`src/rtl/regfile_wb_arbiter.sv`:
```
// Two-source writeback arbiter for the single regfile write port. Each source has a
// one-entry buffer; grants are round-robin, oldest-first on same-register collisions.
module regfile_wb_arbiter #(
  parameter int WIDTH     = 32,
  parameter int ADDR_BITS = 5
) (
  input  logic                    Clk,
  input  logic                    Reset,
  input  logic                    ReqValidA,
  input  logic [ADDR_BITS-1:0]    ReqRegA,
  input  logic [WIDTH-1:0]        ReqDataA,
  output logic                    ReqReadyA,
  input  logic                    ReqValidB,
  input  logic [ADDR_BITS-1:0]    ReqRegB,
  input  logic [WIDTH-1:0]        ReqDataB,
  output logic                    ReqReadyB,
  output logic                    RegWrite,
  output logic [ADDR_BITS-1:0]    WriteRegister,
  output logic [WIDTH-1:0]        WriteData,
  output logic [2**ADDR_BITS-1:0] Pending
);
  localparam int NREGS = 2**ADDR_BITS;

  typedef struct packed {
    logic [ADDR_BITS-1:0] rd;
    logic [WIDTH-1:0]     data;
  } wb_ent_t;

  logic    full_a_q, full_a_d, full_b_q, full_b_d;
  wb_ent_t ent_a_q, ent_a_d, ent_b_q, ent_b_d;
  logic    older_a_q, older_a_d;
  logic    last_b_q, last_b_d;
  logic    grant_a, grant_b, load_a, load_b;

  always_comb begin
    grant_a = full_a_q;
    if (full_a_q && full_b_q)
      grant_a = (ent_a_q.rd == ent_b_q.rd) ? older_a_q : last_b_q;
    grant_b = full_b_q & ~grant_a;
  end

  assign ReqReadyA = ~full_a_q | grant_a;
  assign ReqReadyB = ~full_b_q | grant_b;

  // Register-0 writes are accepted but never buffered.
  assign load_a = ReqValidA & ReqReadyA & (|ReqRegA);
  assign load_b = ReqValidB & ReqReadyB & (|ReqRegB);

  always_comb begin
    full_a_d  = load_a | (full_a_q & ~grant_a);
    full_b_d  = load_b | (full_b_q & ~grant_b);
    ent_a_d   = load_a ? '{rd: ReqRegA, data: ReqDataA} : ent_a_q;
    ent_b_d   = load_b ? '{rd: ReqRegB, data: ReqDataB} : ent_b_q;
    // A freshly loaded entry is younger than whatever the other buffer keeps.
    older_a_d = older_a_q;
    if (load_a && load_b) older_a_d = 1'b1;
    else if (load_a)      older_a_d = 1'b0;
    else if (load_b)      older_a_d = 1'b1;
    last_b_d  = grant_b ? 1'b1 : (grant_a ? 1'b0 : last_b_q);
  end

  always_ff @(posedge Clk or posedge Reset) begin
    if (Reset) begin
      full_a_q  <= 1'b0;
      full_b_q  <= 1'b0;
      ent_a_q   <= '0;
      ent_b_q   <= '0;
      older_a_q <= 1'b0;
      last_b_q  <= 1'b1;
    end else begin
      full_a_q  <= full_a_d;
      full_b_q  <= full_b_d;
      ent_a_q   <= ent_a_d;
      ent_b_q   <= ent_b_d;
      older_a_q <= older_a_d;
      last_b_q  <= last_b_d;
    end
  end

  always_comb begin
    RegWrite      = grant_a | grant_b;
    WriteRegister = '0;
    WriteData     = '0;
    if (grant_a) begin
      WriteRegister = ent_a_q.rd;
      WriteData     = ent_a_q.data;
    end else if (grant_b) begin
      WriteRegister = ent_b_q.rd;
      WriteData     = ent_b_q.data;
    end
  end

  assign Pending[0] = 1'b0;
  for (genvar r = 1; r < NREGS; r++) begin : g_pend
    assign Pending[r] = (full_a_q && ent_a_q.rd == ADDR_BITS'(r)) ||
                        (full_b_q && ent_b_q.rd == ADDR_BITS'(r));
  end
endmodule
```
`config.mk`:
```
export PLATFORM = sky130hd
export DESIGN_NAME = regfile_wb_arbiter
export DESIGN_NICKNAME = d
export VERILOG_FILES = /design/src/rtl/regfile_wb_arbiter.sv
export SDC_FILE = /design/constraint.sdc
export NUM_CORES = 1
export LEC_CHECK = 0
export ABC_AREA = 1
export BUFFER_PORTS_ARGS = -buffer_cell sky130_fd_sc_hd__buf_2
export CAP_MARGIN = 30
export CELL_PAD_IN_SITES_DETAIL_PLACEMENT = 0
export CELL_PAD_IN_SITES_GLOBAL_PLACEMENT = 1
export CORE_UTILIZATION = 33
export CTS_BUF_LIST = sky130_fd_sc_hd__clkbuf_4 sky130_fd_sc_hd__clkbuf_8
export DETAILED_ROUTE_END_ITERATION = 6
export PLACE_DENSITY_LB_ADDON = 0.1
export SYNTH_ARGS = -nofsm -noshare
export SYNTH_HDL_FRONTEND = slang
export SYNTH_SLANG_ARGS = --single-unit
```
`constraint.sdc`:
```
create_clock -name Clk -period 2.3 [get_ports Clk]
set_clock_uncertainty 0.15 [all_clocks]
set_input_delay 0.115 -clock Clk [delete_from_list [all_inputs] [get_ports Clk]]
set_output_delay 0.115 -clock Clk [all_outputs]
set_load 0.005 [all_outputs]
```
# Word level (Yosys, flattened, before mapping)
# Index checks and enable logic that the tools add are counted.
[classes]
n_eq_ne = 63
mux = 11
n_bitwise = 16
n_reduce_logical = 99
[ops]
columns = ["cell", "n"]
rows = [
  ["equality test 5 bit (second input constant)", 32],
  ["equality test 5 x 4 -> 1 bit (second input constant)", 16],
  ["logical AND 1 bit", 64],
  ["2-to-1 mux 32 bit", 2],
  ["equality test 5 x 3 -> 1 bit (second input constant)", 8],
  ["logical OR 1 bit", 31],
  ["equality test 5 x 2 -> 1 bit (second input constant)", 4],
  ["equality test 5 x 1 -> 1 bit (second input constant)", 2],
  ["2-to-1 mux 5 bit", 2],
  ["OR reduction 5 bit", 2],
  ["bitwise AND 1 bit", 7],
  ["2-to-1 mux 1 bit", 7],
  ["equality test 5 bit", 1],
  ["OR 1 bit", 5],
  ["NOT 1 bit", 4],
  ["nonzero test 3 bit", 1],
  ["nonzero test 2 bit", 1],
]
[word_totals]
regBits = 78
input_bits = 78
out_inout_bits = 72
word_cells = 197

# Longest topological paths before layout
# Gate-level depths: netlist of run 1.
[depth]
depth_word = 11
mapped_depth = 13
mapped_depth_nobuf = 10

# Least setup slack after synthesis of run 1
# Ideal clock, no wire load.
[synth_path]
kind = "register to output"
start = "register ent_a_q[32] (netlist name)"
end = "output WriteData[11]"
arrival_ns = 1.473
t_required_ns = 2.035
path_slack_ns = 0.562
path_stages_with_launch = 13
n_path_buf = 3
cell_sequence = "dfrtp_1 buf_2 nor2_1 nor2_1 nor2_2 nand3_1 nand2_1 nand3_2 nand2_2 buf_4 buf_6 nand2_1 nand2_1"
[synth_between]
elab_chain_cells = 7
[synth_lines]
columns = ["item", "line", "source"]
rows = [
  ["start: declaration", "30", "wb_ent_t ent_a_q, ent_a_d, ent_b_q, ent_b_d;"],
  ["start signal: assignment", "73", "ent_a_q <= ent_a_d;"],
  ["equality test 5 bit *", "38", "grant_a = (ent_a_q.rd == ent_b_q.rd) ? older_a_q : last_b_q;"],
  ["2-to-1 mux 1 bit *", "38", ""],
  ["2-to-1 mux 1 bit *", "37", "if (full_a_q && full_b_q)"],
  ["NOT 1 bit", "39", "grant_b = full_b_q & ~grant_a;"],
  ["bitwise AND 1 bit", "39", ""],
  ["2-to-1 mux 32 bit", "87", "end else if (grant_b) begin"],
  ["2-to-1 mux 32 bit *", "84", "if (grant_a) begin"],
  ["end: declaration", "19", "output logic [WIDTH-1:0] WriteData,"],
]
# Mark *: on every way between the ends. The rest lies on a longest branch, timed or not.

# Final worst setup path of run 1
[layout_path]
start = "register ent_b_q[34] (netlist name)"
end = "output WriteData[7]"
[layout_between]
elab_chain_cells = 7
[layout_lines]
columns = ["item", "line", "source"]
rows = [
  ["start: declaration", "30", ""],
  ["start signal: assignment", "74", "ent_b_q <= ent_b_d;"],
  ["equality test 5 bit *", "38", ""],
  ["2-to-1 mux 1 bit *", "38", ""],
  ["2-to-1 mux 1 bit *", "37", ""],
  ["NOT 1 bit", "39", ""],
  ["bitwise AND 1 bit", "39", ""],
  ["2-to-1 mux 32 bit", "87", ""],
  ["2-to-1 mux 32 bit *", "84", ""],
]
# Marked as above.

==> results of run 1 <==
## cell type report
| cell class | count | area, µm² | share of cell area, % |
|---|---|---|---|
| sequential | 78 | 1960 | 28.5 |
| tap | 172 | 215 | 3.13 |
| inverter | 19 | 72.6 | 1.06 |
| multi-input combinational | 456 | 2300 | 33.5 |
| clock buffer | 10 | 138 | 2.00 |
| timing repair buffer | 277 | 2130 | 30.9 |
| clock inverter | 6 | 61.3 | 0.892 |
## power by group through the flow
stage	clock [W]	sequential (W)	combinational [W]
floorplan	0	0.00205	0.00192
global placement	0	0.00224	0.00296
detailed placement	0	0.00224	0.00297
CTS	0.00108	0.00221	0.00321
global route	0.00113	0.00228	0.00438
finish	0.00105	0.00224	0.00398
## timing repair
item,CTS,global route
setup endpoints to repair,38,44
buffers inserted,9,7
gates resized for setup,6,73
pin swaps,0,30
endpoints found under the hold margin,103,0
hold buffers,84,0
cloned,0,5
## metrics by stage
stage,std cells,hold WS (ns)
2_1_floorplan,607,0.110
3_3_place_gp,898,0.0381
3_5_place_dp,898,0.0371
4_1_cts,1007,0.00169
5_1_grt,1018,0.0373
6_report,1018,0.0162
## worst max-delay path: stages (launching register included)
cell and delay, ns:
dfrtp_2 0.45, nand2_1 0.10, nand2_2 0.07, nor2_4 0.13
nand3_2 0.08, nand2_2 0.10, nand3_4 0.16, nand2_8 0.18
clkbuf_16 0.18, nand2_2 0.04, nand2_1 0.07, buf_2 0.11
## cell usage after synthesis, types with 2 or more instances
library cell | number | area share (%)
inv_1 | 16 | 1.4
inv_2 | 3 | 0.26
nand2_1 | 281 | 24
o22ai_1 | 31 | 4.4
nor2_1 | 16 | 1.4
clkbuf_1 | 26 | 2.2
dfrtp_1 | 77 | 44
buf_6 | 5 | 1.3
o21ai_0 | 2 | 0.23
nor3_1 | 2 | 0.23
buf_2 | 16 | 1.8
nand4_1 | 110 | 16
nand3_1 | 4 | 0.45
buf_4 | 4 | 0.68
buf_1 | 3 | 0.26
nand3_2 | 3 | 0.68
nor2_2 | 2 | 0.28
or2_2 | 2 | 0.28
## cells by family after synthesis
group / count (synthesis) / share of synthesized area (%)
flops: 78 / 44.3
xor+xnor: 1 / 0.199
compound gates: 33 / 4.62
buf+inv: 73 / 7.86
simple gates: 421 / 43.0
other cells: 1 / 0.0850
## cells in the final DEF, fill, tap and decap left out, drive strengths merged
| cell type | n |
|---|---|
| buf | 190 |
| bufinv | 1 |
| clkbuf | 14 |
| clkinv | 5 |
| clkinvlp | 1 |
| conb | 1 |
| dfrtp | 77 |
| dfstp | 1 |
| dlygate4sd3 | 83 |
| inv | 18 |
| nand2 | 282 |
| nand3 | 7 |
| nand4 | 110 |
| nor2 | 18 |
| nor3 | 2 |
| o21ai | 2 |
| o22ai | 31 |
| or2 | 2 |
| xnor2 | 1 |
## how the worst min path moves through the flow
stage	from	endpoint	slack [ns]	depth (start not counted)
floorplan	ReqRegA[3]	ent_a_q[35]	0.11	2
global placement	Reset	ent_b_q[11]	0.04	2
detailed placement	Reset	ent_b_q[11]	0.04	2
CTS	ReqValidA	ent_a_q[24]	0.002	3
global route	ReqValidA	ent_a_q[25]	0.04	3
finish	ReqValidA	ent_a_q[36]	0.02	3
## flip-flops by register name, indices dropped and copies added (netlist names)
signal	cells
full_a_q	1
full_b_q	1
ent_b_q	37
ent_a_q	37
older_a_q	1
last_b_q	1
## routing by layer
metal  share of wire [%]  up-vias  GRT usage [%]  wire (µm)
met1                  41     2467           26.5       6670
met5                   0        -              0          0
met2                  53      161           42.8       8700
met4                0.89        0           5.77        147
li1                    -     2531              -          -
met3                 5.6       12           5.72        923
==> metrics.txt, run 1 <==
H-tree Lvls 3; CP endpoint kind primary output; Core ar. 0.0128 mm²; RSZ-0062 raised after global routing true; hpwl dp 11.0 mm; DR iter-0 viols 272; Port-buffer cells 148; ant diodes 0; crit path kind reg2out; worst r2r src ent_b_q[34]; minimum clock period 2.31 ns; initial antenna violation count 0; die area 0.0138 mm²; Initial Utilization 34.4%; Final Core Density 53.6%; io pins 150; Total Power 0.00726 W; Worst Tran Pin Value 0.595 ns; sequential-to-total area share from yosys stat 44.3%; Worst EP required 2.04 ns; Place WS 0.204 ns; TritonCTS clock tree yes; worst r2r path cells 9; achievable clock frequency 433 MHz; synthesized area per cell 7.27 µm²; Cell Area, Placed 0.00534 mm²; Routed Wire Length 16.4 mm; Reg power frac 30.8%; worst skew pair latency 0.36 ns; global route total overflow 0; violated checks setup timing; Site Rows 41; Synth Warn # 0; final hold violation count 0; via/cell ratio 5.08; gpl congestion 0.865; design area 0.00688 mm²; CTS clk-pin slew, worst paths 0.08 ns; Pint 0.00412 W; pwr/cell area 1060 mW/mm²; via count 5,171; Nets 919; root buffer cell clkbuf_8; Worst slew margin 60.3%; layout cells sized above 1 32.5%; Cell Area, Synth 0.00441 mm²; CTS buffer count 9; Comb power frac 54.8%; MaxCap Viol Count 0; count of cell types in the netlist 22; post-route ant nets 0; Critical Path Sink WriteData[7]; first-pass GRT wire length 25.5 mm; VDD IR-drop max 0.571 mV; static leakage 3.62 nW; Post-synth ARST share 100%; clock share of power 14.4%; CP Launch Type flop; FF-to-FF End ent_b_q[34]; Top FF cell, synth dfrtp_1; number of fill cells 1,315; CTS max path bufs 2; worst setup path start ent_b_q[34]; critical path arrival 2.05 ns; net switching power 0.00315 W; # setup viols final 6; GRT Resource Usage Total 23.2%; Clock Sinks 78; Worst Hold Class in2reg; Fin Setup TNS -0.0317 ns; CP max FO 7; Yosys reg bits 78; Die H 118 µm; R2R Setup Slk 0.01 ns; DR WL/cell 16.1 µm; status finished with violations; Synth Instances 607; Tcrit/Tclk final 100%; number of remaining DRC errors 0; syn nets 685; Layout area overhead 55.9%; Final Max Slew Viols 0; sw frac 43.3%; vias in the first global route 4,968; Worst Slack Setup Final -0.0104 ns; DRT Pass-1 Iters 5; Die W 118 µm; Post-synth EDFFs 0; largest net degree at the start of global routing 41
Power figures use the tool's default switching activity.
==> run 2, diff against run 1 <==
- CORE_UTILIZATION: 33 -> 25
==> run 2 against run 1 <==
Against the previous run: the run still ends with setup timing left; sequential share of layout area up 0.62 points; non-clock buffer count down 10; flip-flop and latch count stayed put; first-iteration DRC count is 25% lower; utilization decreased by 15 points; clock power is 7% lower; combinational power shrank 3%; die area is 31% higher; wire length increased by 5.6%; total power decreased by 3.7%; critical path type unchanged; largest cell class unchanged.
==> metrics.txt, run 2 (synthesis results as in run 1) <==
status finished with violations; violated checks setup timing; largest net degree at the start of global routing 47 (+15%); placed cells 953 (+6.1%); Initial Utilization 25.6% (-8.8 points); Finished Layout Cells 1,060 (+4.1%); Die W 135 µm (+15%); Place WS 0.184 ns (-0.0196 ns); worst setup path start ent_a_q[36]; Worst EP required 2.04 ns (about the same); clock share of power 14.0% (-0.4 points); Reg power frac 30.8% (about the same); sw frac 43.3% (-0.052 points); number of fill cells 1,841 (+40%); layout cells sized above 1 28.4% (-4.1 points); largest registers ent_a_q: 37 flops, ent_b_q: 37 flops; post-route ant nets 0 (unchanged); via/cell ratio 4.82 (-5.1%); hpwl dp 12.0 mm (+9.0%); final hold violation count 0 (unchanged); Comb power frac 55.2% (+0.4 points); Hold Slack 0.0485 ns (+0.0324 ns); vias in the first global route 5,111 (+2.9%); Final Max Slew Viols 0 (unchanged); net switching power 0.00302 W (-3.8%); # setup viols final 3 (-3); Clock Sinks 78 (unchanged); CTS clk-pin slew, worst paths 0.08 ns (about the same); root buffer cell clkbuf_8; Die H 135 µm (+15%); Layout area overhead 52.4%; minimum clock period 2.31 ns (+0.00155 ns); worst r2r src ent_a_q[36]; Worst Tran Pin Value 0.666 ns (+0.0715 ns); RSZ-0062 raised after global routing true; Worst slew margin 55.5% (-4.7 points); DR iter-0 viols 205 (-25%); initial antenna violation count 0 (unchanged); Pint 0.00397 W (-3.6%); via count 5,108 (-1.2%); GRT Resource Usage Total 19.4% (-3.8 points); gpl congestion 0.831 (-3.9%); MaxCap Viol Count 0 (unchanged); pwr/cell area 1040 mW/mm² (-1.5%); worst skew pair latency 0.36 ns (about the same); DR WL/cell 16.4 µm (+1.4%); crit path kind reg2out; worst r2r path cells 7 (-2); CP max FO 13 (+6); first-pass GRT wire length 26.9 mm (+5.7%); Routed Wire Length 17.4 mm (+5.6%); most common cell after layout, fill and taps aside nand2_1; Worst Hold Class in2reg; R2R Setup Slk 0.07 ns (+0.06 ns); io pins 150 (unchanged); critical path arrival 2.05 ns (about the same); CP endpoint kind primary output; Tcrit/Tclk final 101% (about the same); global route total overflow 0 (unchanged); Port-buffer cells 148 (unchanged); VDD IR-drop max 0.408 mV (-29%); ant diodes 0 (unchanged); achievable clock frequency 433 MHz (about the same); Nets 909 (-1.1%); FF-to-FF End ent_a_q[29]; number of remaining DRC errors 0 (unchanged); die area 0.0182 mm² (+31%); Total Power 0.00699 W (-3.7%); Fin Setup TNS -0.0314 ns (+0.000235 ns); CTS buffer count 9 (unchanged); CTS max path bufs 2 (unchanged); Worst Slack Setup Final -0.0119 ns (-0.00155 ns); Core ar. 0.0172 mm² (+34%); DRT Pass-1 Iters 4 (-1); H-tree Lvls 3 (unchanged); static leakage 3.55 nW (-1.9%); TritonCTS clock tree yes; Critical Path Sink WriteRegister[3]; most frequent cells in the layout 270 x nand2_1, 146 x buf_2, 110 x nand4_1, 77 x dlygate4sd3_1, 74 x dfrtp_1; Site Rows 48 (+17%); CP Launch Type flop
[run 2: cell types whose count changed in the layout (fill, tap and decap cells not counted), moves of 3 or more]
| cell | previous run | this run |
|---|---|---|
| clkbuf_4 | 0 | 3 |
| dlygate4sd3_1 | 83 | 77 |
| buf_4 | 32 | 29 |
| nand2_2 | 35 | 10 |
| nand2_1 | 239 | 270 |
| buf_16 | 0 | 4 |
| nand2_4 | 7 | 1 |
| buf_2 | 139 | 146 |
| buf_6 | 13 | 3 |
[run 2: layer usage]
metal / track usage (%) / wire length (µm) / up-vias
met3: 3.23 / 759 / 29
met4: 8.99 / 481 / 0
met1: 23.6 / 7600 / 2410
met2: 33.4 / 8520 / 152
met5: 0 / 0 / -
li1: - / - / 2517
[run 2: power groups by stage]
stage               clock network, W  logic (W)  registers (W)
floorplan                          0    0.00192        0.00205
global placement                   0    0.00312        0.00216
detailed placement                 0    0.00313        0.00217
CTS                          0.00101    0.00362        0.00215
global route                 0.00107    0.00427        0.00221
finish                      0.000979    0.00386        0.00215
[run 2: layout make-up]
type,count,area [µm²],area share [%]
multi-input combinational,456,2190,32.6
timing repair buffer,267,2040,30.4
sequential,78,1960,29.1
tap,225,282,4.19
clock buffer,14,174,2.59
inverter,19,72.6,1.08
clock inverter,1,5.00,0.0744
[run 2: worst min path at each step]
stage               cells past startpoint  slack, ns     endpoint  startpoint
global placement                        2       0.07  ent_b_q[13]       Reset
finish                                  3       0.05  ent_b_q[29]   ReqValidB
detailed placement                      2       0.07  ent_b_q[13]       Reset
global route                            3       0.07  ent_b_q[24]   ReqValidB
CTS                                     3       0.04  ent_b_q[29]   ReqValidB
floorplan                               2       0.11  ent_a_q[35]  ReqRegA[3]
[run 2: critical path, cell delays in order, from the launching register on]
cell and delay, ns:
dfrtp_2 0.47, xnor2_2 0.25, nand4_1 0.18, nand3_4 0.16, buf_12 0.15, buf_6 0.15
nand4_1 0.09, nand2_1 0.11, buf_2 0.12
[run 2: metrics by stage]
step	utilization [%]	instance area, µm²
CTS	38.1	6570
detailed placement	31.4	5410
finish	39.0	6720
global placement	31.4	5410
floorplan	-	4410
global route	39.0	6720
[run 2: timing repair]
action | in CTS | in global routing
gates resized for setup | 17 | 19
pin swaps | 11 | 16
setup endpoints to repair | 38 | 40
hold buffers | 77 | 0
gates cloned | 4 | 2
hold endpoints to repair | 106 | 0
buffers inserted | 4 | 5
